==> config.mk <==
export PLATFORM = sky130hd
export DESIGN_NAME = conv3x3_sched_flat
export DESIGN_NICKNAME = d
export VERILOG_FILES = /design/src/rtl/conv3x3_sched_if.sv /design/src/rtl/conv3x3_sched.sv /design/src/flat_wrapper.sv
export SDC_FILE = /design/constraint.sdc
export NUM_CORES = 1
export LEC_CHECK = 0
export BUFFER_PORTS_ARGS = -buffer_cell sky130_fd_sc_hd__buf_2
export CAP_MARGIN = 5
export CORE_MARGIN = 3
export CORE_UTILIZATION = 54
export DETAILED_ROUTE_END_ITERATION = 8
export GPL_TIMING_DRIVEN = 0
export PLACE_DENSITY_LB_ADDON = 0.12
export SLEW_MARGIN = 20
export SYNTH_ARGS = -nofsm -noshare
export SYNTH_HDL_FRONTEND = slang
export SYNTH_SLANG_ARGS = --single-unit
==> constraint.sdc <==
create_clock -name clk -period 3.99 [get_ports clk]
set_input_delay 0.399 -clock clk [delete_from_list [all_inputs] [get_ports clk]]
set_output_delay 0.399 -clock clk [all_outputs]
set_load 0.01 [all_outputs]
==> src/rtl/conv3x3_sched_if.sv <==
// Handshake bundle between conv3x3_sched, the window/weight source,
// the conv core and the result consumer.
// master = scheduler side, slave = environment side.
//   fetch_*   : window/weight request stream (fetch_vld / fetch_ready)
//   conv_in_* : valid + channel config towards the core
//   conv_out_*: core result (fixed latency, no stall)
//   res_*     : result stream (res_vld / res_ready, res_last on final)
interface conv3x3_sched_if #(
    parameter int DIMW = 8
);
    logic            fetch_vld;
    logic            fetch_ready;
    logic [DIMW-1:0] fetch_x;
    logic [DIMW-1:0] fetch_y;
    logic [DIMW-1:0] fetch_oc;
    logic            conv_in_vld;
    logic [3:0]      conv_in_ch_cfg;
    logic            conv_out_vld;
    logic [31:0]     conv_out_sum;
    logic            res_vld;
    logic            res_ready;
    logic [31:0]     res_data;
    logic            res_last;

    modport master (
        output fetch_vld, fetch_x, fetch_y, fetch_oc,
        output conv_in_vld, conv_in_ch_cfg,
        output res_vld, res_data, res_last,
        input  fetch_ready, conv_out_vld, conv_out_sum, res_ready
    );

    modport slave (
        input  fetch_vld, fetch_x, fetch_y, fetch_oc,
        input  conv_in_vld, conv_in_ch_cfg,
        input  res_vld, res_data, res_last,
        output fetch_ready, conv_out_vld, conv_out_sum, res_ready
    );
endinterface

==> src/rtl/conv3x3_sched.sv <==
// Sequencer for the 3x3 conv-sum core: walks x/y/oc, issues fetches,
// tracks core latency and buffers results in a credit-protected FIFO.
// Ports: clk, rst_b (async low), start/cfg_* (layer config), busy, done,
// bus (conv3x3_sched_if.master: fetch, core in/out, result stream).
// Option: define OUT_SAT16_EN to saturate results to 65535 at push.
module conv3x3_sched #(
    parameter int CORE_LAT   = 3,
    parameter int FIFO_DEPTH = 4,
    parameter int DIMW       = 8
) (
    input  logic            clk,
    input  logic            rst_b,
    input  logic            start,
    input  logic [DIMW-1:0] cfg_ofm_w,
    input  logic [DIMW-1:0] cfg_ofm_h,
    input  logic [DIMW-1:0] cfg_oc,
    input  logic [3:0]      cfg_ic,
    output logic            busy,
    output logic            done,
    conv3x3_sched_if.master bus
);
    localparam int AW  = $clog2(FIFO_DEPTH);
    localparam int IFW = $clog2(CORE_LAT + 1);
    localparam int TW  = 3 * DIMW;

    localparam logic [1:0] ST_IDLE  = 2'd0;
    localparam logic [1:0] ST_RUN   = 2'd1;
    localparam logic [1:0] ST_DRAIN = 2'd2;
    localparam logic [1:0] ST_DONE  = 2'd3;

    logic [1:0]          state_q;
    logic [DIMW-1:0]     w_q, h_q, oc_q;
    logic [3:0]          ic_q;
    logic [DIMW-1:0]     x_q, y_q, oc_cnt_q;
    logic [TW-1:0]       total_q, pop_cnt_q;
    logic [CORE_LAT-1:0] sr_q;
    logic [31:0]         mem_q [FIFO_DEPTH];
    logic [AW-1:0]       wr_ptr_q, rd_ptr_q;
    logic [AW:0]         cnt_q;

    logic [IFW-1:0] in_flight;
    logic [15:0]    occ;
    logic           res_vld, pop, full, push, push_ok;
    logic           fetch_vld, hs;
    logic           x_last, y_last, oc_last, last_fetch;
    logic           zero_cfg, drained;
    logic [31:0]    push_data;

    always_comb begin
        in_flight = '0;
        for (int i = 0; i < CORE_LAT; i++) begin
            in_flight = in_flight + IFW'(sr_q[i]);
        end
    end

    assign res_vld = (cnt_q != '0);
    assign pop     = res_vld & bus.res_ready;
    assign full    = (cnt_q == (AW+1)'(FIFO_DEPTH));
    assign push    = bus.conv_out_vld;
    assign push_ok = push & (~full | pop);

    // Reserved slots = results in the core + results in the FIFO.
    // An entry leaving this cycle frees its slot, so back-to-back
    // fetches continue while the consumer keeps up.
    assign occ = 16'(in_flight) + 16'(cnt_q) - 16'(pop);
    assign fetch_vld = (state_q == ST_RUN) && (occ < 16'(FIFO_DEPTH));
    assign hs = fetch_vld & bus.fetch_ready;

    assign x_last     = (x_q == w_q - DIMW'(1));
    assign y_last     = (y_q == h_q - DIMW'(1));
    assign oc_last    = (oc_cnt_q == oc_q - DIMW'(1));
    assign last_fetch = x_last & y_last & oc_last;

    assign zero_cfg = (cfg_ofm_w == '0) || (cfg_ofm_h == '0) ||
                      (cfg_oc == '0);

    // Leave DRAIN in the same cycle the last entry is popped so that
    // done lands on the following cycle.
    assign drained = (in_flight == '0) &&
                     ((cnt_q == '0) ||
                      ((cnt_q == (AW+1)'(1)) && pop));

`ifdef OUT_SAT16_EN
    assign push_data = (bus.conv_out_sum > 32'd65535) ?
                       32'd65535 : bus.conv_out_sum;
`else
    assign push_data = bus.conv_out_sum;
`endif

    always_ff @(posedge clk or negedge rst_b) begin
        if (!rst_b) begin
            state_q   <= ST_IDLE;
            w_q       <= '0;
            h_q       <= '0;
            oc_q      <= '0;
            ic_q      <= '0;
            x_q       <= '0;
            y_q       <= '0;
            oc_cnt_q  <= '0;
            total_q   <= '0;
            pop_cnt_q <= '0;
        end else begin
            if (pop) begin
                pop_cnt_q <= pop_cnt_q + TW'(1);
            end
            unique case (state_q)
                ST_IDLE: begin
                    if (start) begin
                        w_q       <= cfg_ofm_w;
                        h_q       <= cfg_ofm_h;
                        oc_q      <= cfg_oc;
                        ic_q      <= cfg_ic;
                        x_q       <= '0;
                        y_q       <= '0;
                        oc_cnt_q  <= '0;
                        pop_cnt_q <= '0;
                        total_q   <= TW'(cfg_ofm_w) * TW'(cfg_ofm_h) *
                                     TW'(cfg_oc);
                        state_q   <= zero_cfg ? ST_DONE : ST_RUN;
                    end
                end
                ST_RUN: begin
                    if (hs) begin
                        if (!x_last) begin
                            x_q <= x_q + DIMW'(1);
                        end else begin
                            x_q <= '0;
                            if (!y_last) begin
                                y_q <= y_q + DIMW'(1);
                            end else begin
                                y_q      <= '0;
                                oc_cnt_q <= oc_last ? '0 :
                                            oc_cnt_q + DIMW'(1);
                            end
                        end
                        if (last_fetch) begin
                            state_q <= ST_DRAIN;
                        end
                    end
                end
                ST_DRAIN: begin
                    if (drained) begin
                        state_q <= ST_DONE;
                    end
                end
                ST_DONE: begin
                    state_q <= ST_IDLE;
                end
                default: state_q <= ST_IDLE;
            endcase
        end
    end

    always_ff @(posedge clk or negedge rst_b) begin
        if (!rst_b) begin
            sr_q <= '0;
        end else begin
            sr_q <= (sr_q << 1) | CORE_LAT'(hs);
        end
    end

    always_ff @(posedge clk or negedge rst_b) begin
        if (!rst_b) begin
            for (int i = 0; i < FIFO_DEPTH; i++) begin
                mem_q[i] <= '0;
            end
            wr_ptr_q <= '0;
            rd_ptr_q <= '0;
            cnt_q    <= '0;
        end else begin
            if (push_ok) begin
                mem_q[wr_ptr_q] <= push_data;
                wr_ptr_q        <= wr_ptr_q + AW'(1);
            end
            if (pop) begin
                rd_ptr_q <= rd_ptr_q + AW'(1);
            end
            if (push_ok && !pop) begin
                cnt_q <= cnt_q + (AW+1)'(1);
            end else if (!push_ok && pop) begin
                cnt_q <= cnt_q - (AW+1)'(1);
            end
        end
    end

    a_no_overflow: assert property (
        @(posedge clk) disable iff (!rst_b) !(push && full && !pop)
    );

    assign busy = (state_q == ST_RUN) || (state_q == ST_DRAIN);
    assign done = (state_q == ST_DONE);

    assign bus.fetch_vld      = fetch_vld;
    assign bus.fetch_x        = x_q;
    assign bus.fetch_y        = y_q;
    assign bus.fetch_oc       = oc_cnt_q;
    assign bus.conv_in_vld    = hs;
    assign bus.conv_in_ch_cfg = ic_q;
    assign bus.res_vld        = res_vld;
    assign bus.res_data       = mem_q[rd_ptr_q];
    assign bus.res_last       = res_vld && (pop_cnt_q == total_q - TW'(1));
endmodule

==> src/flat_wrapper.sv <==
// flat-port wrapper written by rule: the top's interface ports become plain ports
module conv3x3_sched_flat 
#(
    parameter int CORE_LAT   = 3,
    parameter int FIFO_DEPTH = 4,
    parameter int DIMW       = 8
)
  (clk, rst_b, start, cfg_ofm_w, cfg_ofm_h, cfg_oc, cfg_ic, busy, done, bus_fetch_vld, bus_fetch_x, bus_fetch_y, bus_fetch_oc, bus_conv_in_vld, bus_conv_in_ch_cfg, bus_res_vld, bus_res_data, bus_res_last, bus_fetch_ready, bus_conv_out_vld, bus_conv_out_sum, bus_res_ready);
  conv3x3_sched_if #(.DIMW(DIMW)) bus_i ();
  input  logic clk;
  input  logic rst_b;
  input  logic start;
  input  logic [DIMW-1:0] cfg_ofm_w;
  input  logic [DIMW-1:0] cfg_ofm_h;
  input  logic [DIMW-1:0] cfg_oc;
  input  logic [3:0] cfg_ic;
  output logic busy;
  output logic done;
  output wire logic [$bits(bus_i.fetch_vld)-1:0] bus_fetch_vld;
  output wire logic [$bits(bus_i.fetch_x)-1:0] bus_fetch_x;
  output wire logic [$bits(bus_i.fetch_y)-1:0] bus_fetch_y;
  output wire logic [$bits(bus_i.fetch_oc)-1:0] bus_fetch_oc;
  output wire logic [$bits(bus_i.conv_in_vld)-1:0] bus_conv_in_vld;
  output wire logic [$bits(bus_i.conv_in_ch_cfg)-1:0] bus_conv_in_ch_cfg;
  output wire logic [$bits(bus_i.res_vld)-1:0] bus_res_vld;
  output wire logic [$bits(bus_i.res_data)-1:0] bus_res_data;
  output wire logic [$bits(bus_i.res_last)-1:0] bus_res_last;
  input wire logic [$bits(bus_i.fetch_ready)-1:0] bus_fetch_ready;
  input wire logic [$bits(bus_i.conv_out_vld)-1:0] bus_conv_out_vld;
  input wire logic [$bits(bus_i.conv_out_sum)-1:0] bus_conv_out_sum;
  input wire logic [$bits(bus_i.res_ready)-1:0] bus_res_ready;
  assign bus_fetch_vld = bus_i.fetch_vld;
  assign bus_fetch_x = bus_i.fetch_x;
  assign bus_fetch_y = bus_i.fetch_y;
  assign bus_fetch_oc = bus_i.fetch_oc;
  assign bus_conv_in_vld = bus_i.conv_in_vld;
  assign bus_conv_in_ch_cfg = bus_i.conv_in_ch_cfg;
  assign bus_res_vld = bus_i.res_vld;
  assign bus_res_data = bus_i.res_data;
  assign bus_res_last = bus_i.res_last;
  assign bus_i.fetch_ready = bus_fetch_ready;
  assign bus_i.conv_out_vld = bus_conv_out_vld;
  assign bus_i.conv_out_sum = bus_conv_out_sum;
  assign bus_i.res_ready = bus_res_ready;
  conv3x3_sched #(.CORE_LAT(CORE_LAT), .FIFO_DEPTH(FIFO_DEPTH), .DIMW(DIMW)) u_core (.clk(clk), .rst_b(rst_b), .start(start), .cfg_ofm_w(cfg_ofm_w), .cfg_ofm_h(cfg_ofm_h), .cfg_oc(cfg_oc), .cfg_ic(cfg_ic), .busy(busy), .done(done), .bus(bus_i));
endmodule
==> run summary <==
status: complete, but fails checks
violated checks: setup timing
initial core utilization: 55.21%
clock root buffer: clkbuf_16
post-route fraction of the period consumed by the critical path: 183.2%
reg2reg path depth: 16
slowest cell delay on critical path: 0.54 ns
IO Pins: 132
sequential-to-total area share from yosys stat: 33.10%
CTS tree: built
Area growth syn-to-layout: 19.66%
first-pass GRT wire length: 70240 um
Post-Route WL: 42740 um
starting DRC count in detailed routing: 562
CP delay by family, top: adder cells
logic depth of the worst setup path including buffers: 30
Maximum Capacitance Violations: 0
commonest non-fill, non-tap cell in the layout: dfrtp_1
ratio of cells with drive above 1 in the final layout: 26.53%
GRT Util Overall: 23.78%
Non-Filler Instances: 2441
overall die area: 35840 um2
leading register cell type out of synthesis: dfrtp_1
mux cell area share after synthesis: 12.58%
proportion of synthesized flip-flops having asynchronous set or reset: 100.0%
skew final: 0.01672 ns
compound-gate portion of the synthesized area: 6.778%
Die Ht: 189.3 um
number of iterations in the first detailed-routing pass: 5
DRC violation count after routing: 0
vias in the first global route: 13.79k
met3 layer wire length in the routed design: 1791 um
CORE AREA: 32870 um2
post-DR wirelength/cell: 17.51 um
IO buf count: 119
Num Clock Sinks: 240
deepest level of the CTS H-tree: 1
number of flops mapped to enable cells by yosys: 0
worst hold slack across all endpoints: 0.07525 ns
Max Fclk: 136.8 MHz
detailed-route via count: 13.52k
TritonCTS buffer count: 25
area fraction in and, or, nand and nor cells after synthesis: 15.99%
global placer's final weighted congestion: 0.8516
count of final hold-check violations: 0
Final Max Tran Viols: 0
number of buffer and inverter stages on the critical path: 6
required time at the endpoint of the critical path: 4.39 ns
worst min-delay path class: input pin to register
xor and xnor fraction of the mapped netlist area: 5.599%
data arrival time of the critical path: 7.71 ns
antenna violations before repair: 0
least setup slack across all paths after layout: -3.321 ns
largest buffer count on any clock path: 3
most frequent cell on the critical path: fa_1
dominant combinational cell family by area after synthesis: adder cells
Layout fillers: 2670
routed via count divided by cell count: 5.540
crit path capture type: register
flip-flop and latch count after synthesis: 240
DP Wirelength: 31670 um
area of the multi-input gates: 12080 um2
site row count: 66
footprint of the flip-flops and latches: 6006 um2
# nets final: 2275
slew at the pin closest to its max-slew limit: 0.9229 ns
post-synthesis net count: 2074
shortest clock period the worst path allows after layout: 7.311 ns
count of yosys warnings during synthesis: 0
met1 wire length: 18700 um
synth unique cells: 68
design area: 21710 um2
Slowest cell on crit path: fa_1
RSZ-0062 raised after global routing: yes
gr ovfl total: 0
Synth Instances: 1782
WS Path Type: input pin to register
placed cells: 2345
area of the mapped netlist: 18150 um2
normalized max-slew margin: 38.47%
final setup violation count: 20
Placement Cell Area: 19920 um2
biggest fanout along the worst timing path: 6
highest signal layer in the routed design: met4
number of cells on the worst hold path: 3
remaining antenna violation count: 0
Synth Area in Adders: 20.63%
clock input transition at the sequential cells of the worst setup and hold paths: 0.06 ns
maximum number of pins on one net before global-route repair: 102
syn_area_per_cell: 10.18 um2
nature of the critical path startpoint: input pin
commonest cells after routing, fill and taps aside: dfrtp_1 (240), nand2_1 (195), inv_1 (172), mux2_2 (128), fa_1 (118)
WL met2: 21450 um
Horiz. Die Dim: 189.3 um
later-pin clock latency in the skew report: 0.51 ns
state kept, by name, indices dropped and copies added, names as in the netlist:
register and count:
u_core.mem_q 128, u_core.wr_ptr_q 2, u_core.bus.fetch_y 8, u_core.oc_q 8, u_core.h_q 8, u_core.w_q 8
u_core.cnt_q 3, u_core.bus.conv_in_ch_cfg 4, u_core.sr_q 3, u_core.total_q 24, u_core.pop_cnt_q 24, u_core.bus.fetch_oc 8
u_core.state_q 2, u_core.rd_ptr_q 2, u_core.bus.fetch_x 8
stage by stage:
step | setup slack, ns | util [%] | TNS [ns]
floorplan | -3.343 | - | -50.59
global placement | -4.255 | 60.42 | -464.27
detailed placement | -4.303 | 60.62 | -79.74
CTS | -3.194 | 64.75 | -48.65
global route | -3.528 | 66.06 | -54.34
finish | -3.321 | 66.07 | -50.33
final cells by class:
class | count | share of cell area, %
inverters | 187 | 3.233
clock inverters | 5 | 0.3573
flip-flops and latches | 240 | 27.66
diodes | 1 | 0.01152
plain buffers | 69 | 2.092
repair buffers | 175 | 5.175
clock buffers | 37 | 3.273
well taps | 442 | 2.547
multi-input cells | 1285 | 55.65
logic make-up after synthesis:
logic type,count (synthesis)
AOI/OAI and AO/OA,193
xor gates and xnor gates,116
adders and majority gates,226
buffers and inverters,257
DFF,240
muxes,172
and+or+nand+nor,578
metal layers:
layer / vias up / track usage (%)
met3: 63 / 2.500
met4: 0 / 5.345
met2: 284 / 41.39
met1: 6802 / 32.45
met5: - / 0
li1: 6374 / -
final timing paths:
kind / start / end / slack, ns
min reg2reg: u_core.sr_q[0] / u_core.sr_q[1] / 0.40
min in group asynchronous: rst_b / u_core.mem_q[103] / 0.37
max in group asynchronous: rst_b / u_core.bus.fetch_y[5] / 2.35
max reg2reg: u_core.sr_q[2] / u_core.bus.fetch_y[3] / 0.23
min: cfg_ic[1] / u_core.bus.conv_in_ch_cfg[1] / 0.08
max: cfg_ofm_w[0] / u_core.total_q[23] / -3.32
synth_stat cells (all sizes together) (2+ instances only):
| library cell | instances | share of area (%) |
|---|---|---|
| xor2 | 54 | 2.6 |
| inv | 187 | 3.9 |
| nor3b | 4 | 0.17 |
| a21o | 10 | 0.41 |
| clkbuf | 53 | 1.1 |
| o22ai | 7 | 0.24 |
| fa | 122 | 13 |
| nand4 | 12 | 0.41 |
| a31oi | 7 | 0.24 |
| a21oi | 43 | 1.2 |
| or2 | 2 | 0.069 |
| o311ai | 2 | 0.097 |
| o21a | 9 | 0.37 |
| o41ai | 2 | 0.097 |
| or4 | 6 | 0.27 |
| xnor2 | 62 | 3.0 |
| nand2 | 213 | 4.4 |
| nor4b | 4 | 0.30 |
| o31a | 2 | 0.097 |
| ha | 104 | 7.2 |
| or3 | 9 | 0.31 |
| o21ai | 64 | 1.8 |
| nor3 | 21 | 0.61 |
| o211ai | 6 | 0.25 |
| nand2b | 12 | 0.41 |
| nor2b | 11 | 0.38 |
| mux2i | 12 | 0.66 |
| mux2 | 128 | 7.9 |
| nand3 | 44 | 1.2 |
| nor2 | 74 | 1.5 |
| o21bai | 3 | 0.12 |
| nand3b | 7 | 0.29 |
| a2111oi | 2 | 0.20 |
| a211oi | 11 | 0.48 |
| and3 | 18 | 0.62 |
| nand4b | 4 | 0.19 |
| mux4 | 32 | 4.0 |
| o2111ai | 2 | 0.097 |
| and2 | 121 | 4.2 |
| o31ai | 11 | 0.46 |
| dfrtp | 240 | 33 |
| nor4 | 11 | 0.38 |
| buf | 17 | 0.37 |
worst register-to-register path: cells and delay by family (launching register included):
family | cells | cell delay [ns]
AOI/OAI and AO/OA | 3 | 0.57
adders and majority gates | 4 | 1.38
buffers and inverters | 3 | 0.39
DFF | 1 | 0.38
muxes | 1 | 0.23
and+or+nand+nor | 5 | 0.69
timing repair:
action,CTS,global route
resized for setup,62,72
buffers inserted,33,21
hold buffers,1,0
pin swaps,50,57
hold endpoints to repair,43,0
endpoints found under the setup margin,47,38
Power is left out: the tool's default activity adds up to more than one toggle a clock period on the data nets, which glitch-free logic cannot reach.
